===== src/rtl/frog_log_rider.sv =====
// Purpose : decides, once per movement tick, whether the frog rides a log
//           (carry_left pulse) or falls into the river (drown pulse).
// Latency : a tick sampled at edge T gives its pulse at edge T+NUM_LOGS+2.
// Backpr. : none; ticks arriving while a scan is in flight or while DEAD are dropped.
//
// Ports:
//   CLK, RESETn          clock, asynchronous active-low reset
//   enable               allows evaluation; low forces IDLE and clears riding
//   timer_done           one-cycle movement tick shared with the log movers
//   frogX, frogY         frog reference point
//   logX_flat, logY_flat log start coordinates, log i in bits [11i+10:11i]
//   log_active           per-log enable
//   respawn              leaves the DEAD state
//   carry_left, drown    registered one-cycle result pulses
//   riding, ride_idx     level: frog stands on log ride_idx
//   busy                 high while scanning or deciding
module frog_log_rider #(
  parameter int NUM_LOGS  = 4,
  parameter int LOG_LEN   = 80,
  parameter int LOG_H     = 20,
  parameter int RIVER_TOP = 80,
  parameter int RIVER_BOT = 399,
  localparam int IW       = (NUM_LOGS > 1) ? $clog2(NUM_LOGS) : 1
) (
  input  logic                   CLK,
  input  logic                   RESETn,
  input  logic                   enable,
  input  logic                   timer_done,
  input  logic [10:0]            frogX,
  input  logic [10:0]            frogY,
  input  logic [NUM_LOGS*11-1:0] logX_flat,
  input  logic [NUM_LOGS*11-1:0] logY_flat,
  input  logic [NUM_LOGS-1:0]    log_active,
  input  logic                   respawn,
  output logic                   carry_left,
  output logic                   drown,
  output logic                   riding,
  output logic [IW-1:0]          ride_idx,
  output logic                   busy
);

  typedef enum logic [1:0] {
    S_IDLE   = 2'd0,
    S_SCAN   = 2'd1,
    S_DECIDE = 2'd2,
    S_DEAD   = 2'd3
  } state_t;

  localparam logic [IW-1:0] LAST_IDX = IW'(NUM_LOGS - 1);

  state_t                  r_state;
  state_t                  w_state_nxt;

  // Snapshot taken when a tick is accepted; the scan only ever looks at these.
  logic [10:0]             r_frog_x;
  logic [10:0]             r_frog_y;
  logic [NUM_LOGS*11-1:0]  r_log_x;
  logic [NUM_LOGS*11-1:0]  r_log_y;
  logic [NUM_LOGS-1:0]     r_log_act;

  logic [IW-1:0]           r_idx;
  logic                    r_hit;
  logic [IW-1:0]           r_hit_idx;

  // Decision is latched one cycle before it drives the output pulses, which
  // gives the fixed NUM_LOGS+2 latency and lets enable=0 cancel it.
  logic                    r_carry_pend;
  logic                    r_drown_pend;
  logic                    r_carry_left;
  logic                    r_drown;
  logic                    r_riding;
  logic [IW-1:0]           r_ride_idx;

  logic                    w_take;
  logic                    w_carry_nxt;
  logic                    w_drown_nxt;
  logic                    w_set_ride;
  logic                    w_clr_ride;

  logic [10:0]             w_lx_arr [NUM_LOGS];
  logic [10:0]             w_ly_arr [NUM_LOGS];
  logic [11:0]             w_fx12;
  logic [11:0]             w_fy12;
  logic [11:0]             w_lx12;
  logic [11:0]             w_ly12;
  logic                    w_x_ok;
  logic                    w_y_ok;
  logic                    w_hit;
  logic                    w_in_river;

  for (genvar g = 0; g < NUM_LOGS; g++) begin : g_unpack
    assign w_lx_arr[g] = r_log_x[g*11 +: 11];
    assign w_ly_arr[g] = r_log_y[g*11 +: 11];
  end

  // Hit test on the log at the current scan index. Upper bounds are formed
  // at 12 bits so a log near X=2047 does not wrap to a small value.
  always_comb begin
    w_fx12 = {1'b0, r_frog_x};
    w_fy12 = {1'b0, r_frog_y};
    w_lx12 = {1'b0, w_lx_arr[r_idx]};
    w_ly12 = {1'b0, w_ly_arr[r_idx]};
    w_x_ok = (w_lx12 <= w_fx12) && (w_fx12 <= (w_lx12 + 12'(LOG_LEN - 1)));
    w_y_ok = (w_ly12 <= w_fy12) && (w_fy12 <= (w_ly12 + 12'(LOG_H - 1)));
    w_hit  = r_log_act[r_idx] && w_x_ok && w_y_ok;
  end

  assign w_in_river = (w_fy12 >= 12'(RIVER_TOP)) && (w_fy12 <= 12'(RIVER_BOT));

  // State register
  always_ff @(posedge CLK or negedge RESETn) begin
    if (!RESETn) begin
      r_state <= S_IDLE;
    end else begin
      r_state <= w_state_nxt;
    end
  end

  // Next state and control strobes
  always_comb begin
    w_state_nxt = r_state;
    w_take      = 1'b0;
    w_carry_nxt = 1'b0;
    w_drown_nxt = 1'b0;
    w_set_ride  = 1'b0;
    w_clr_ride  = 1'b0;
    if (!enable) begin
      w_state_nxt = S_IDLE;
      w_clr_ride  = 1'b1;
    end else begin
      case (r_state)
        S_IDLE: begin
          if (timer_done) begin
            w_state_nxt = S_SCAN;
            w_take      = 1'b1;
          end
        end
        S_SCAN: begin
          if (r_idx == LAST_IDX) begin
            w_state_nxt = S_DECIDE;
          end
        end
        S_DECIDE: begin
          w_state_nxt = S_IDLE;
          if (!w_in_river) begin
            w_clr_ride = 1'b1;
          end else if (r_hit && (r_frog_x != 11'd0)) begin
            w_set_ride  = 1'b1;
            w_carry_nxt = 1'b1;
          end else begin
            // No log underneath, or a log that would carry the frog off
            // the left edge of the screen.
            w_drown_nxt = 1'b1;
            w_clr_ride  = 1'b1;
            w_state_nxt = S_DEAD;
          end
        end
        S_DEAD: begin
          if (respawn) begin
            w_state_nxt = S_IDLE;
            w_clr_ride  = 1'b1;
          end
        end
        default: begin
          w_state_nxt = S_IDLE;
        end
      endcase
    end
  end

  // Snapshot and scan datapath
  always_ff @(posedge CLK or negedge RESETn) begin
    if (!RESETn) begin
      r_frog_x  <= '0;
      r_frog_y  <= '0;
      r_log_x   <= '0;
      r_log_y   <= '0;
      r_log_act <= '0;
      r_idx     <= '0;
      r_hit     <= 1'b0;
      r_hit_idx <= '0;
    end else if (w_take) begin
      r_frog_x  <= frogX;
      r_frog_y  <= frogY;
      r_log_x   <= logX_flat;
      r_log_y   <= logY_flat;
      r_log_act <= log_active;
      r_idx     <= '0;
      r_hit     <= 1'b0;
      r_hit_idx <= '0;
    end else if (r_state == S_SCAN) begin
      // Only the first hit is kept: lowest index wins.
      if (w_hit && !r_hit) begin
        r_hit     <= 1'b1;
        r_hit_idx <= r_idx;
      end
      r_idx <= (r_idx == LAST_IDX) ? '0 : r_idx + 1'b1;
    end
  end

  // Result registers
  always_ff @(posedge CLK or negedge RESETn) begin
    if (!RESETn) begin
      r_carry_pend <= 1'b0;
      r_drown_pend <= 1'b0;
      r_carry_left <= 1'b0;
      r_drown      <= 1'b0;
      r_riding     <= 1'b0;
      r_ride_idx   <= '0;
    end else begin
      r_carry_pend <= w_carry_nxt;
      r_drown_pend <= w_drown_nxt;
      r_carry_left <= r_carry_pend & enable;
      r_drown      <= r_drown_pend & enable;
      if (w_clr_ride) begin
        r_riding <= 1'b0;
      end else if (w_set_ride) begin
        r_riding   <= 1'b1;
        r_ride_idx <= r_hit_idx;
      end
    end
  end

  assign carry_left = r_carry_left;
  assign drown      = r_drown;
  assign riding     = r_riding;
  assign ride_idx   = r_ride_idx;
  assign busy       = (r_state == S_SCAN) || (r_state == S_DECIDE);

endmodule


===== config.mk =====
export PLATFORM = sky130hd
export DESIGN_NAME = frog_log_rider
export DESIGN_NICKNAME = d
export VERILOG_FILES = /design/src/rtl/frog_log_rider.sv
export SDC_FILE = /design/constraint.sdc
export NUM_CORES = 1
export LEC_CHECK = 0
export BUFFER_PORTS_ARGS = -buffer_cell sky130_fd_sc_hd__buf_2
export CAP_MARGIN = 40
export CORE_ASPECT_RATIO = 0.5
export CORE_MARGIN = 2
export CORE_UTILIZATION = 56
export CTS_CLUSTER_DIAMETER = 50
export DETAILED_ROUTE_END_ITERATION = 12
export MAX_ROUTING_LAYER = met4
export PLACE_DENSITY = 0.9
export SYNTH_ARGS = -nofsm -noshare
export SYNTH_HDL_FRONTEND = slang
export SYNTH_SLANG_ARGS = --single-unit

===== constraint.sdc =====
create_clock -name CLK -period 4.8 [get_ports CLK]
set_input_delay 1.2 -clock CLK [delete_from_list [all_inputs] [get_ports CLK]]
set_output_delay 1.2 -clock CLK [all_outputs]
set_load 0.05 [all_outputs]

# Word-level counts from Yosys, hierarchy flattened
# Cells that the tools add are included.
# W data, S select, Z words.
[word_totals]
ff_bits = 128
latchBits = 0
mem_bits_rw = 0
romBits = 0
inputBits = 119
out_inout_bits = 6
memories = 0
[classes]
addsub = 3
n_mul = 0
n_div = 0
magnitude_cmp = 8
n_eq_ne = 7
shifts = 0
n_mux = 41
bitwise_logic = 4
n_reduce_logical = 17
[op_table]
columns = ["cell", "count"]
rows = [
  ["$bmux W11 S2", 2],
  ["$mux W11", 4],
  ["$le A11 B12 Y1", 2],
  ["$mux W2", 12],
  ["$le A11 B11 Y1", 2],
  ["$mux W1", 20],
  ["$add A11 B5 Y12 const B", 1],
  ["$add A11 B7 Y12 const B", 1],
  ["$ge A11 B7 Y1 const B", 1],
  ["$le A11 B9 Y1 const B", 1],
  ["$reduce_bool A11 Y1", 1],
  ["$ne A3 B3 Y1 const B", 3],
  ["$pmux W2 S4", 1],
  ["$logic_and A1 B1 Y1", 7],
  ["$eq A2 B2 Y1 const B", 3],
  ["$reduce_bool A2 Y1", 3],
  ["$reduce_and A2 Y1", 2],
  ["$ge A3 B3 Y1 const B", 1],
  ["$lt A2 B3 Y1 const B", 1],
  ["$not A2 Y3", 1],
  ["$reduce_and A3 Y1", 1],
  ["$add A2 B1 Y2 const B", 1],
  ["$and A1 B1 Y1", 2],
  ["$bmux W1 S2", 1],
  ["6 further kinds", 6],
]

# Depth between registers and ports, before layout
# Gate-level depths: netlist of run 1.
[depth]
ltp_word = 13
mapped_depth = 17
mapped_depth_nobuf = 16

# Worst setup path after synthesis of run 1
# Ideal clock, no wire load.
[synth_path]
path_kind = "reg-to-reg"
start = "register r_idx[0]"
end = "register r_hit_idx[0]"
setup_ns = 0.079
t_arrival_ns = 3.784
setup_slack_ns = 0.936
path_stages_with_launch = 16
synth_period_minus_slack_ns = 3.864
path_cell_list = "dfrtp_1 buf_6 mux4_2 or4_4 a21oi_4 inv_2 and3_1 xnor2_1 ha_1 a21o_1 a21oi_1 o21ai_0 o31ai_1 a21oi_1 a2111oi_4 mux2i_1"
[synth_via]
elab_chain_len = 12
elab_cells_between_ends = 25
[synth_rtl]
columns = ["element", "line_no", "text"]
rows = [
  ["start: declaration", "61", "logic [IW-1:0] r_idx;"],
  ["start signal: assignment", "197", "r_idx <= (r_idx == LAST_IDX) ? '0 : r_idx + 1'b1;"],
  ["$not A2 Y3 (implied by the code)", "101, 102", ""],
  ["$bmux W11 S2", "101", "w_lx12 = {1'b0, w_lx_arr[r_idx]};"],
  ["$mux W11 (implied by the code) (2 in a row)", "101", ""],
  ["$add A11 B7 Y12", "103", "w_x_ok = (w_lx12 <= w_fx12) && (w_fx12 <= (w_lx12 + 12'(LOG_LEN - 1)));"],
  ["$le A11 B12 Y1", "103", ""],
  ["$logic_and A1 B1 Y1", "103", ""],
  ["$logic_and A1 B1 Y1 (2 in a row)", "105", "w_hit = r_log_act[r_idx] && w_x_ok && w_y_ok;"],
  ["$logic_and A1 B1 Y1", "193", "if (w_hit && !r_hit) begin"],
  ["$reduce_bool A2 Y1 (no line)", "-", ""],
  ["$reduce_and A2 Y1 (no line)", "-", ""],
  ["end signal: assignment", "195", "r_hit_idx <= r_idx;"],
  ["end: declaration", "63", "logic [IW-1:0] r_hit_idx;"],
]
# Several ways; a longest one is shown, not always the timed one. The select of a mux whose other input is x is not followed.
# A chain may end at the register's enable or synchronous reset.

# Worst setup path after layout of run 1
[layout_path]
start = "register r_idx[0]"
end = "register r_hit_idx[1]"
[layout_via]
elab_chain_len = 12
elab_cells_between_ends = 22
[layout_rtl]
columns = ["element", "line_no"]
rows = [
  ["$not A2 Y3 (implied by the code)", "101, 102"],
  ["$bmux W11 S2", "101"],
  ["$mux W11 (implied by the code) (2 in a row)", "101"],
  ["$add A11 B7 Y12", "103"],
  ["$le A11 B12 Y1", "103"],
  ["$logic_and A1 B1 Y1", "103"],
  ["$logic_and A1 B1 Y1", "105"],
  ["$logic_and A1 B1 Y1 (*)", "105"],
  ["$logic_and A1 B1 Y1 (*)", "193"],
  ["$reduce_bool A2 Y1 (no line) (*)", "-"],
  ["$reduce_and A2 Y1 (no line) (*)", "-"],
]
# Every way passes the cells marked *; elsewhere a longest branch is shown, timed or not. The select of a mux whose other input is x is not followed.

==> flow_metrics.env, run 1 <==
export IMPL_run_status="complete, no violations"
export IMPL_synth_top_cell_area_share_pct=46.49
export IMPL_design_core_area_sq_um=11910
export IMPL_crit_path_launch_type="flop"
export IMPL_max_vdd_ir_drop_mv=0.3360
export IMPL_fin_skew_ns=0.01124
export IMPL_min_from="r_drown_pend"
export IMPL_synthFlopType="sky130_fd_sc_hd__dfrtp_1"
export IMPL_routed_wirelength_mm=17.23
export IMPL_slew_viol_final=0
export IMPL_reg2reg_setup_slack_ns=0.36
export IMPL_worst_path_largest_cell_delay_ns=0.60
export IMPL_post_synthesis_cell_count=742
export IMPL_grt_remaining_overflow=0
export IMPL_max_cap_violations=0
export IMPL_cts_buffers_inserted=17
export IMPL_hold_viol=0
export IMPL_critical_path_cell_chain="buf_4 > mux4_2 > and2_1 > a21oi_4 > inv_2 > and3_1 > xnor2_1 > ha_1 > a21o_1 > a21oi_1 > o21ai_0 > o31ai_1 > a21oi_1 > a2111oi_4 > mux2i_1"
export IMPL_fraction_of_the_mapped_netlist_area_in_compound_gates_pct=7.356
export IMPL_cts_root_buffer_cell="sky130_fd_sc_hd__clkbuf_16"
export IMPL_grt_max_degree=66
export IMPL_std_cell_rows=28
export IMPL_synth_area_leader_cell="sky130_fd_sc_hd__dfrtp_1"
export IMPL_global_route_total_usage_across_every_layer_pct=28.31
export IMPL_synth_ff_latch_count=128
export IMPL_post_synth_most_frequent_cells="sky130_fd_sc_hd__nand2_1 (315), sky130_fd_sc_hd__dfrtp_1 (128), sky130_fd_sc_hd__ha_1 (52), sky130_fd_sc_hd__inv_1 (32), sky130_fd_sc_hd__o21ai_0 (32)"
export IMPL_cts_tree="done"
export IMPL_final_setup_worst_slack_ns=0.3637
export IMPL_power_switching_fraction_pct=42.69
export IMPL_antenna_found_initial=1
export IMPL_seqPwrFrac_pct=30.2
export IMPL_most_common_cell_on_crit_path="sky130_fd_sc_hd__a21oi_1"
export IMPL_cts_repair_timing_setup_buffer_count=0
export IMPL_die_area_sq_um=13260
export IMPL_power_density_nw_per_um2=788.3
export IMPL_leakage_nw=4.269
export IMPL_p_switching_w=0.002783
export IMPL_report_final_setup_viol=0
export IMPL_r2r_worst_path_cells=15
export IMPL_area_growth_pct=20.03
export IMPL_rsz0062_at_grt="false"
export IMPL_min_to="drown"
export IMPL_postSynth_asyncResetShare_pct=100.0
export IMPL_synth_fa_ha_area_share_pct=9.444
export IMPL_post_layout_total_power_w=0.006519
export IMPL_timing_worst_slew_pin_value_ns=0.8584
export IMPL_clock_latency_ns=0.42
export IMPL_ctsHoldBuffers=0
export IMPL_cpMaxStageDelayCell="sky130_fd_sc_hd__mux4_2"
export IMPL_clkPwrFrac_pct=19.3
export IMPL_post_route_cells_drive_above_1_share_pct=22.74
export IMPL_syn_area_per_cell_sq_um=9.285
export IMPL_synth_top_family_by_area="simple AND/OR/NAND/NOR gates"
export IMPL_slew_headroom_pct=41.29
export IMPL_crit_required_ns=5.13
export IMPL_drt_pass1_iter_count=5
export IMPL_yosys_area_share_xor_xnor_pct=2.161
export IMPL_finalCriticalPeriod_ns=4.436
export IMPL_hpwl_mm=12.57
export IMPL_finalCritPeriodShare_pct=92.42
export IMPL_worst_r2r_startpoint="r_idx[0]"
export IMPL_clock_sinks=128
export IMPL_detailedPlace_worstSlack_ns=0.5501
export IMPL_synth_simple_gate_area_share_pct=22.14
export IMPL_wl_per_cell_um=16.55
export IMPL_comb_power_share_pct=50.5
export IMPL_final_gp_congestion=0.9132
export IMPL_synth_lib_cells_used_distinct=52
export IMPL_nets=1033
export IMPL_initial_utilization_pct=57.84
export IMPL_synthesis_yosys_warnings=0
export IMPL_buffers_added_on_ports=124
export IMPL_cts_max_path_buffers=2
export IMPL_reg2reg_to="r_hit_idx[1]"
export IMPL_layout_filler_cells=880
export IMPL_final_core_util_pct=69.42
export IMPL_arrival_ns=4.77
export IMPL_critical_path_endpoint_type="flop"
export IMPL_path_clk_slew_ns=0.06
export IMPL_first_global_vias=5600
export IMPL_final_antenna_net_count=0
export IMPL_highest_fanout_seen_on_the_critical_path=22
export IMPL_h_tree_depth=4
export IMPL_route_vias_total=5768
export IMPL_synth_net_count=913
export IMPL_design_portCount=125
export IMPL_yosysMostFrequentCell="sky130_fd_sc_hd__nand2_1"
export IMPL_route_detailed_drc=0
export IMPL_fmaxAchievable_mhz=225.4
export IMPL_synth_edff_count=0
export IMPL_synthTopCellsByArea="sky130_fd_sc_hd__dfrtp_1 (46%), sky130_fd_sc_hd__nand2_1 (17%), sky130_fd_sc_hd__ha_1 (9.4%)"
export IMPL_chipHeight_um=82.43
export IMPL_yosysSeqAreaShare_pct=46.49
export IMPL_routed_via_density=5.541
export IMPL_path_class="flop to flop"
export IMPL_hold_depth=1
export IMPL_synthMuxAreaShare_pct=8.445
export IMPL_synth_cell_area_sq_um=6889
export IMPL_power_internal_w=0.003736
export IMPL_die_x_um=160.9
export IMPL_worst_hold_slack_ns=0.4518
export IMPL_finalSetupTns_ns=0
export IMPL_grt_first_pass_wirelength_mm=27.72
export IMPL_min_path_type="flop to flop"
export IMPL_ctsResizeCount=0
export IMPL_drtIter0Drc=541
## worst max-delay path, delay by kind of cell (launching register included)
| family | cells | cell delay [ns] |
|---|---|---|
| compound gates | 7 | 1.67 |
| xor+xnor | 1 | 0.18 |
| buf+inv | 2 | 0.48 |
| fa+ha+maj | 1 | 0.28 |
| flops | 1 | 0.47 |
| simple gates | 2 | 0.42 |
| mux | 2 | 0.84 |
## power by group through the flow
| stage | clock network [W] | registers [W] | logic, W |
|---|---|---|---|
| floorplan | 0 | 0.00181 | 0.00246 |
| global placement | 0 | 0.00193 | 0.00303 |
| detailed placement | 0 | 0.00196 | 0.00319 |
| CTS | 0.00127 | 0.00195 | 0.00324 |
| global route | 0.00131 | 0.00201 | 0.00369 |
| finish | 0.00126 | 0.00197 | 0.00329 |
## routing by layer
layer,part of all wire [%],track usage (%)
met1,44,35.93
met2,47,45.71
met3,6.4,5.994
met4,2.2,11.34
met5,0,-
## registers in the layout, summed over array words and instances (netlist names)
name          flops
r_drown_pend      1
r_hit_idx         2
r_state           2
r_carry_pend      1
drown             1
r_hit             1
ride_idx          2
r_idx             2
r_log_act         4
r_log_y          44
carry_left        1
r_frog_x         11
riding            1
r_log_x          44
r_frog_y         11
## cell usage in the layout (no fill, tap or decap), types with 10 or more instances in the layout
| cell | instances |
|---|---|
| sky130_fd_sc_hd__inv_1 | 32 |
| sky130_fd_sc_hd__nand3_1 | 11 |
| sky130_fd_sc_hd__mux4_2 | 20 |
| sky130_fd_sc_hd__o21ai_0 | 32 |
| sky130_fd_sc_hd__a21oi_1 | 13 |
| sky130_fd_sc_hd__nor2_1 | 10 |
| sky130_fd_sc_hd__buf_2 | 123 |
| sky130_fd_sc_hd__clkbuf_16 | 17 |
| sky130_fd_sc_hd__ha_1 | 52 |
| sky130_fd_sc_hd__dfrtp_1 | 127 |
| sky130_fd_sc_hd__xor2_1 | 12 |
| sky130_fd_sc_hd__nand2_1 | 315 |
## metrics by stage
stage | cell area (sq um) | instances
after CTS | 8267 | 1040
after global routing | 8269 | 1041
after floorplan | 6889 | 742
after global placement | 7637 | 1006
final | 8269 | 1041
after detailed placement | 7685 | 1008
## layout make-up
class / instances / area (sq um) / share of cell area [%]
well taps: 165 / 206.4 / 2.497
clock inverters: 13 / 128.9 / 1.558
clock buffers: 19 / 452.9 / 5.477
repair buffers: 132 / 715.7 / 8.655
multi-input cells: 549 / 3431 / 41.49
inverters: 34 / 127.6 / 1.543
diodes: 1 / 2.502 / 0.03026
flip-flops and latches: 128 / 3204 / 38.75
## how the worst max path moves through the flow
stage,startpoint,to,slack [ns]
after CTS,r_idx[0],r_hit_idx[1],0.41
after global routing,r_idx[0],r_hit_idx[0],0.13
final,r_idx[0],r_hit_idx[1],0.36
after floorplan,r_idx[0],r_hit_idx[0],0.94
after detailed placement,r_idx[0],r_hit_idx[1],0.55
after global placement,r_idx[0],r_hit_idx[0],0.73
## cell families after synthesis
kind of cell / after synthesis
simple gates: 375
flops: 128
compound gates: 77
buf+inv: 65
fa+ha+maj: 52
mux: 28
xor+xnor: 17
Power figures use the tool's default switching activity.
==> inputs of run 2 (changes only) <==
--- a/config.mk
+++ b/config.mk
@@ -7,9 +7,10 @@
 export LEC_CHECK = 0
 export BUFFER_PORTS_ARGS = -buffer_cell sky130_fd_sc_hd__buf_2
 export CAP_MARGIN = 40
-export CORE_ASPECT_RATIO = 0.5
+export CORE_ASPECT_RATIO = 1.5
 export CORE_MARGIN = 2
 export CORE_UTILIZATION = 56
+export CTS_BUF_LIST = sky130_fd_sc_hd__clkbuf_4 sky130_fd_sc_hd__clkbuf_8
 export CTS_CLUSTER_DIAMETER = 50
 export DETAILED_ROUTE_END_ITERATION = 12
 export MAX_ROUTING_LAYER = met4
==> run 2 against run 1 <==
Against the previous run:
- clock skew is 0.00094 ns lower
- final cell count is 1.3% lower
- die area fell by 0.27%
==> flow_metrics.env, run 2 (synthesis gave the netlist of run 1 again) <==
export IMPL_post_route_cells_drive_above_1_share_pct=22.65
export IMPL_clock_latency_ns=0.44
export IMPL_clkPwrFrac_pct=16.1
export IMPL_cts_root_buffer_cell="sky130_fd_sc_hd__clkbuf_8"
export IMPL_cts_tree="done"
export IMPL_diodes_inserted=0
export IMPL_final_gp_congestion=0.9613
export IMPL_ctsResizeCount=0
export IMPL_buffers_added_on_ports=124
export IMPL_cts_buffers_inserted=17
export IMPL_most_common_layout_cells="sky130_fd_sc_hd__nand2_1 (315), sky130_fd_sc_hd__dfrtp_1 (127), sky130_fd_sc_hd__buf_2 (123), sky130_fd_sc_hd__ha_1 (52)"
export IMPL_worst_path_dominant_cell_family="compound AO/OA/AOI/OAI gates"
export IMPL_post_layout_total_power_w=0.006181
export IMPL_grt_max_degree=76
export IMPL_routed_via_density=5.568
export IMPL_design_portCount=125
export IMPL_hold_depth=1
export IMPL_min_path_type="flop to flop"
export IMPL_critical_path_cell_chain="buf_4 > mux4_2 > inv_1 > ha_1 > nor2_1 > o21a_1 > nand3_1 > xor2_1 > ha_1 > a21o_1 > a2111oi_0 > a221oi_1 > a2111oi_4 > mux2i_1"
export IMPL_timing_worst_slew_pin_value_ns=0.7956
export IMPL_detailedPlace_worstSlack_ns=0.5420
export IMPL_worst_path_largest_cell_delay_ns=0.58
export IMPL_route_vias_total=5718
export IMPL_nets=1033
export IMPL_worst_r2r_startpoint="r_idx[0]"
export IMPL_fin_skew_ns=0.01030
export IMPL_design_core_area_sq_um=12020
export IMPL_r2r_worst_path_cells=14
export IMPL_cpMaxStageDelayCell="sky130_fd_sc_hd__mux4_2"
export IMPL_placed_cells=996
export IMPL_chipHeight_um=139.8
export IMPL_sequential_cell_area_sq_um=3204
export IMPL_first_global_vias=5907
export IMPL_most_common_cell_on_crit_path="sky130_fd_sc_hd__ha_1"
export IMPL_run_status="complete, no violations"
export IMPL_h_tree_depth=4
export IMPL_max_cap_violations=0
export IMPL_std_cell_rows=49
export IMPL_path_class="flop to flop"
export IMPL_worstSetupStartpoint="r_idx[0]"
export IMPL_final_antenna_net_count=0
export IMPL_p_switching_w=0.002609
export IMPL_crit_required_ns=5.16
export IMPL_ctsHoldBuffers=0
export IMPL_hold_viol=0
export IMPL_power_switching_fraction_pct=42.21
export IMPL_comb_power_share_pct=52.0
export IMPL_grt_first_pass_wirelength_mm=27.68
export IMPL_fmaxAchievable_mhz=229.5
export IMPL_area_growth_pct=18.02
export IMPL_finalCritPeriodShare_pct=90.79
export IMPL_crit_buf_inv=2
export IMPL_worst_path_stages=14
export IMPL_die_x_um=94.56
export IMPL_routed_wirelength_mm=16.68
export IMPL_initial_utilization_pct=57.33
export IMPL_max_vdd_ir_drop_mv=0.3265
export IMPL_power_density_nw_per_um2=760.3
export IMPL_crit_path_launch_type="flop"
export IMPL_min_from="r_drown_pend"
export IMPL_worst_hold_slack_ns=0.4643
export IMPL_route_detailed_drc=0
export IMPL_die_area_sq_um=13220
export IMPL_seqPwrFrac_pct=31.8
export IMPL_final_common_cell="sky130_fd_sc_hd__nand2_1"
export IMPL_finalCriticalPeriod_ns=4.358
export IMPL_wl_per_cell_um=16.24
export IMPL_clock_sinks=128
export IMPL_cts_max_path_buffers=2
export IMPL_slew_headroom_pct=45.59
export IMPL_report_final_setup_viol=0
export IMPL_critical_path_endpoint_type="flop"
export IMPL_layout_filler_cells=929
export IMPL_finalSetupTns_ns=0
export IMPL_cts_repair_timing_setup_buffer_count=0
export IMPL_drt_pass1_iter_count=4
export IMPL_arrival_ns=4.71
export IMPL_leakage_nw=4.215
export IMPL_grt_remaining_overflow=0
export IMPL_final_setup_worst_slack_ns=0.4420
export IMPL_hpwl_mm=12.74
export IMPL_highest_fanout_seen_on_the_critical_path=22
export IMPL_antenna_found_initial=0
export IMPL_layout_cells_non_filler=1027
export IMPL_path_clk_slew_ns=0.07
export IMPL_power_internal_w=0.003572
export IMPL_rsz0062_at_grt="false"
export IMPL_biggestRegsByFlops="r_log_x: 44 flops, r_log_y: 44 flops"
export IMPL_multiInputGateArea_sq_um=3431
export IMPL_slew_viol_final=0
export IMPL_global_route_total_usage_across_every_layer_pct=27.99
export IMPL_drtIter0Drc=353
==> run 2: layout make-up <==
| class | instances | share of cell area, % |
|---|---|---|
| multi-input combinational | 549 | 42.20 |
| sequential | 128 | 39.41 |
| timing repair buffer | 132 | 9.141 |
| clock buffer | 23 | 3.740 |
| tap | 153 | 2.355 |
| clock inverter | 8 | 1.585 |
| inverter | 34 | 1.570 |
==> run 2: worst reg2reg max path, delay by kind of cell (launching register included) <==
family                   cells  cell delay [ns]
XOR/XNOR                     1             0.23
AND/OR/NAND/NOR              2             0.23
flip-flops                   1             0.46
buffers and inverters        2             0.56
AO/OA/AOI/OAI                5             1.47
adder cells (fa/ha/maj)      2             0.50
multiplexers                 2             0.84
==> run 2: power by group through the flow <==
stage / clock, W / combinational, W / sequential, W
2_1_floorplan: 0 / 0.00246 / 0.00181
3_3_place_gp: 0 / 0.00300 / 0.00193
3_5_place_dp: 0 / 0.00315 / 0.00197
4_1_cts: 0.00101 / 0.00320 / 0.00196
5_1_grt: 0.00105 / 0.00361 / 0.00201
6_report: 0.000998 / 0.00322 / 0.00197
==> run 2: final timing paths <==
check	end	slack, ns
worst min register to register	drown	0.46
worst min-delay path	drown	0.46
min in group asynchronous	r_log_x[13]	0.67
max in group asynchronous	r_log_y[12]	3.15
worst max register to register	r_hit_idx[0]	0.44
worst max-delay path	r_hit_idx[0]	0.44
==> run 2: metal layers <==
metal / wire length [um] / part of all wire, % / up-vias / global-route usage, %
li1: - / - / 2713 / -
met1: 6386 / 38 / 2707 / 32.62
met2: 8614 / 52 / 224 / 45.30
met3: 812 / 4.9 / 74 / 5.035
met4: 866 / 5.2 / 0 / 15.64
met5: 0 / 0 / - / -
==> run 2: through the flow <==
stage | area (sq um) | utilization [%]
6_report | 8130 | 67.66
5_1_grt | 8130 | 67.66
4_1_cts | 8130 | 67.66
3_5_place_dp | 7697 | 64.06
3_3_place_gp | 7615 | 63.37
2_1_floorplan | 6889 | -
==> inputs of run 3 (changes only) <==
--- a/config.mk
+++ b/config.mk
@@ -10,7 +10,6 @@
 export CORE_ASPECT_RATIO = 1.5
 export CORE_MARGIN = 2
 export CORE_UTILIZATION = 56
-export CTS_BUF_LIST = sky130_fd_sc_hd__clkbuf_4 sky130_fd_sc_hd__clkbuf_8
 export CTS_CLUSTER_DIAMETER = 50
 export DETAILED_ROUTE_END_ITERATION = 12
 export MAX_ROUTING_LAYER = met4
==> constraint.sdc (replaced) <==
create_clock -name CLK -period 4.8 [get_ports CLK]
set_input_delay 0.48 -clock CLK [delete_from_list [all_inputs] [get_ports CLK]]
set_output_delay 0.48 -clock CLK [all_outputs]
set_load 0.05 [all_outputs]
==> run 3 against run 2 <==
Against the previous run:
- sequential share of layout area decreased by 0.47 points
- maximum frequency decreased by 1.7%
- final cell count about the same
- sequential cell count unchanged
- clock skew decreased by 0.0053 ns
- combinational power increased by 4%
- first-iteration DRC count increased by 3.1%
- count of clock-buffer cells in the layout decreased by 6
- critical path depth unchanged
- largest power group unchanged
==> flow_metrics.env, run 3 (synthesis gave the netlist of run 1 again) <==
export IMPL_diodes_inserted=0
export IMPL_max_cap_violations=0
export IMPL_final_area_sq_um=8234
export IMPL_detailed_place_area_sq_um=7647
export IMPL_cpMaxStageDelayCell="sky130_fd_sc_hd__dfrtp_4"
export IMPL_run_status="complete, no violations"
export IMPL_die_area_sq_um=13220
export IMPL_most_common_layout_cells="sky130_fd_sc_hd__nand2_1 (315), sky130_fd_sc_hd__dfrtp_1 (127), sky130_fd_sc_hd__buf_2 (123), sky130_fd_sc_hd__ha_1 (52)"
export IMPL_buffers_added_on_ports=124
export IMPL_first_global_vias=6230
export IMPL_highest_fanout_seen_on_the_critical_path=15
export IMPL_finalCriticalPeriod_ns=4.432
export IMPL_design_portCount=125
export IMPL_hold_viol=0
export IMPL_area_growth_pct=19.52
export IMPL_route_vias_total=5985
export IMPL_post_route_cells_drive_above_1_share_pct=22.57
export IMPL_placed_cells=994
export IMPL_design_core_area_sq_um=12020
export IMPL_finalCritPeriodShare_pct=92.32
export IMPL_final_common_cell="sky130_fd_sc_hd__nand2_1"
export IMPL_grt_max_degree=90
export IMPL_layout_cells_non_filler=1026
export IMPL_finalSetupTns_ns=0
export IMPL_cts_buffers_inserted=17
export IMPL_h_tree_depth=4
export IMPL_power_density_nw_per_um2=804.0
export IMPL_cts_tree="done"
export IMPL_critical_path_cell_chain="mux4_2 > or4_4 > a21oi_4 > inv_2 > and3_1 > xnor2_1 > ha_1 > a21o_1 > a21oi_1 > o21ai_0 > o31ai_1 > a21oi_1 > a2111oi_4 > mux2i_1"
export IMPL_timing_worst_slew_pin_value_ns=0.8153
export IMPL_arrival_ns=4.76
export IMPL_r2r_worst_path_cells=14
export IMPL_most_common_cell_on_crit_path="sky130_fd_sc_hd__a21oi_1"
export IMPL_hpwl_mm=12.38
export IMPL_worst_path_stages=14
export IMPL_routed_via_density=5.833
export IMPL_path_clk_slew_ns=0.06
export IMPL_path_class="flop to flop"
export IMPL_std_cell_rows=49
export IMPL_slew_viol_final=0
export IMPL_biggestRegsByFlops="r_log_x: 44 flops, r_log_y: 44 flops"
export IMPL_clock_latency_ns=0.42
export IMPL_report_final_setup_viol=0
export IMPL_grt_first_pass_wirelength_mm=29.33
export IMPL_chipHeight_um=139.8
export IMPL_ctsResizeCount=0
export IMPL_clock_sinks=128
export IMPL_min_path_type="primary input to async pin"
export IMPL_critical_path_endpoint_type="flop"
export IMPL_antenna_found_initial=0
export IMPL_route_detailed_drc=0
export IMPL_routed_wirelength_mm=18.28
export IMPL_final_antenna_net_count=0
export IMPL_ctsHoldBuffers=0
export IMPL_global_route_total_usage_across_every_layer_pct=30.03
export IMPL_fin_skew_ns=0.005004
export IMPL_worst_path_largest_cell_delay_ns=0.60
export IMPL_die_x_um=94.56
export IMPL_cts_repair_timing_setup_buffer_count=0
export IMPL_rsz0062_at_grt="false"
export IMPL_grt_remaining_overflow=0
export IMPL_slew_headroom_pct=44.24
export IMPL_drt_pass1_iter_count=6
export IMPL_worst_path_dominant_cell_family="compound AO/OA/AOI/OAI gates"
export IMPL_crit_path_launch_type="flop"
export IMPL_leakage_nw=4.264
export IMPL_cts_max_path_buffers=2
export IMPL_fmaxAchievable_mhz=225.7
export IMPL_initial_utilization_pct=57.33
export IMPL_max_vdd_ir_drop_mv=0.3510
export IMPL_crit_buf_inv=1
export IMPL_wl_per_cell_um=17.82
export IMPL_cts_root_buffer_cell="sky130_fd_sc_hd__clkbuf_16"
export IMPL_crit_required_ns=5.13
export IMPL_nets=1031
export IMPL_drtIter0Drc=364
export IMPL_final_gp_congestion=0.9831
run 3: final cells by class:
| class | count | area (sq um) |
|---|---|---|
| multi-input combinational | 549 | 3431 |
| fill | 891 | 3782 |
| tap | 153 | 191.4 |
| inverter | 34 | 127.6 |
| timing repair buffer | 130 | 693.2 |
| clock inverter | 15 | 158.9 |
| clock buffer | 17 | 425.4 |
| sequential | 128 | 3207 |
run 3: worst paths after layout:
check                              startpoint      endpoint  slack, ns
worst max-delay path                 r_idx[0]  r_hit_idx[1]       0.37
worst min-delay path                   RESETn    r_log_x[0]       0.04
max in group asynchronous              RESETn      r_idx[0]       3.72
worst min register to register   r_carry_pend    carry_left       0.46
min in group CLK                logX_flat[33]   r_log_x[33]       0.24
worst max register to register       r_idx[0]  r_hit_idx[1]       0.37
run 3: through the flow:
step | util [%] | setup WS [ns] | total power, W | hold slack (ns)
final | 68.52 | 0.3685 | 0.006620 | 0.04137
after global routing | 68.52 | 0.06809 | 0.007066 | 0.08613
after CTS | 68.50 | 0.3138 | 0.006560 | 0.05612
after detailed placement | 63.64 | 0.4558 | 0.005109 | 0.4413
after global placement | 63.31 | 0.5599 | 0.004864 | 0.4356
after floorplan | - | 0.9361 | 0.004272 | 0.1844
run 3: power by group:
part | total (W) | internal [W] | switching [W]
logic | 0.00335 | 0.00141 | 0.00194
registers | 0.00200 | 0.00160 | 0.000398
clock network | 0.00128 | 0.000768 | 0.000507
total | 0.00662 | 0.00377 | 0.00285
run 3: routing by layer:
metal / track usage (%) / vias to the layer above / wire (um)
met5: - / - / 0
met4: 18.99 / 0 / 1118
met3: 5.631 / 92 / 1135
met2: 49.17 / 307 / 9549
met1: 33.23 / 2878 / 6475
li1: - / 2708 / -
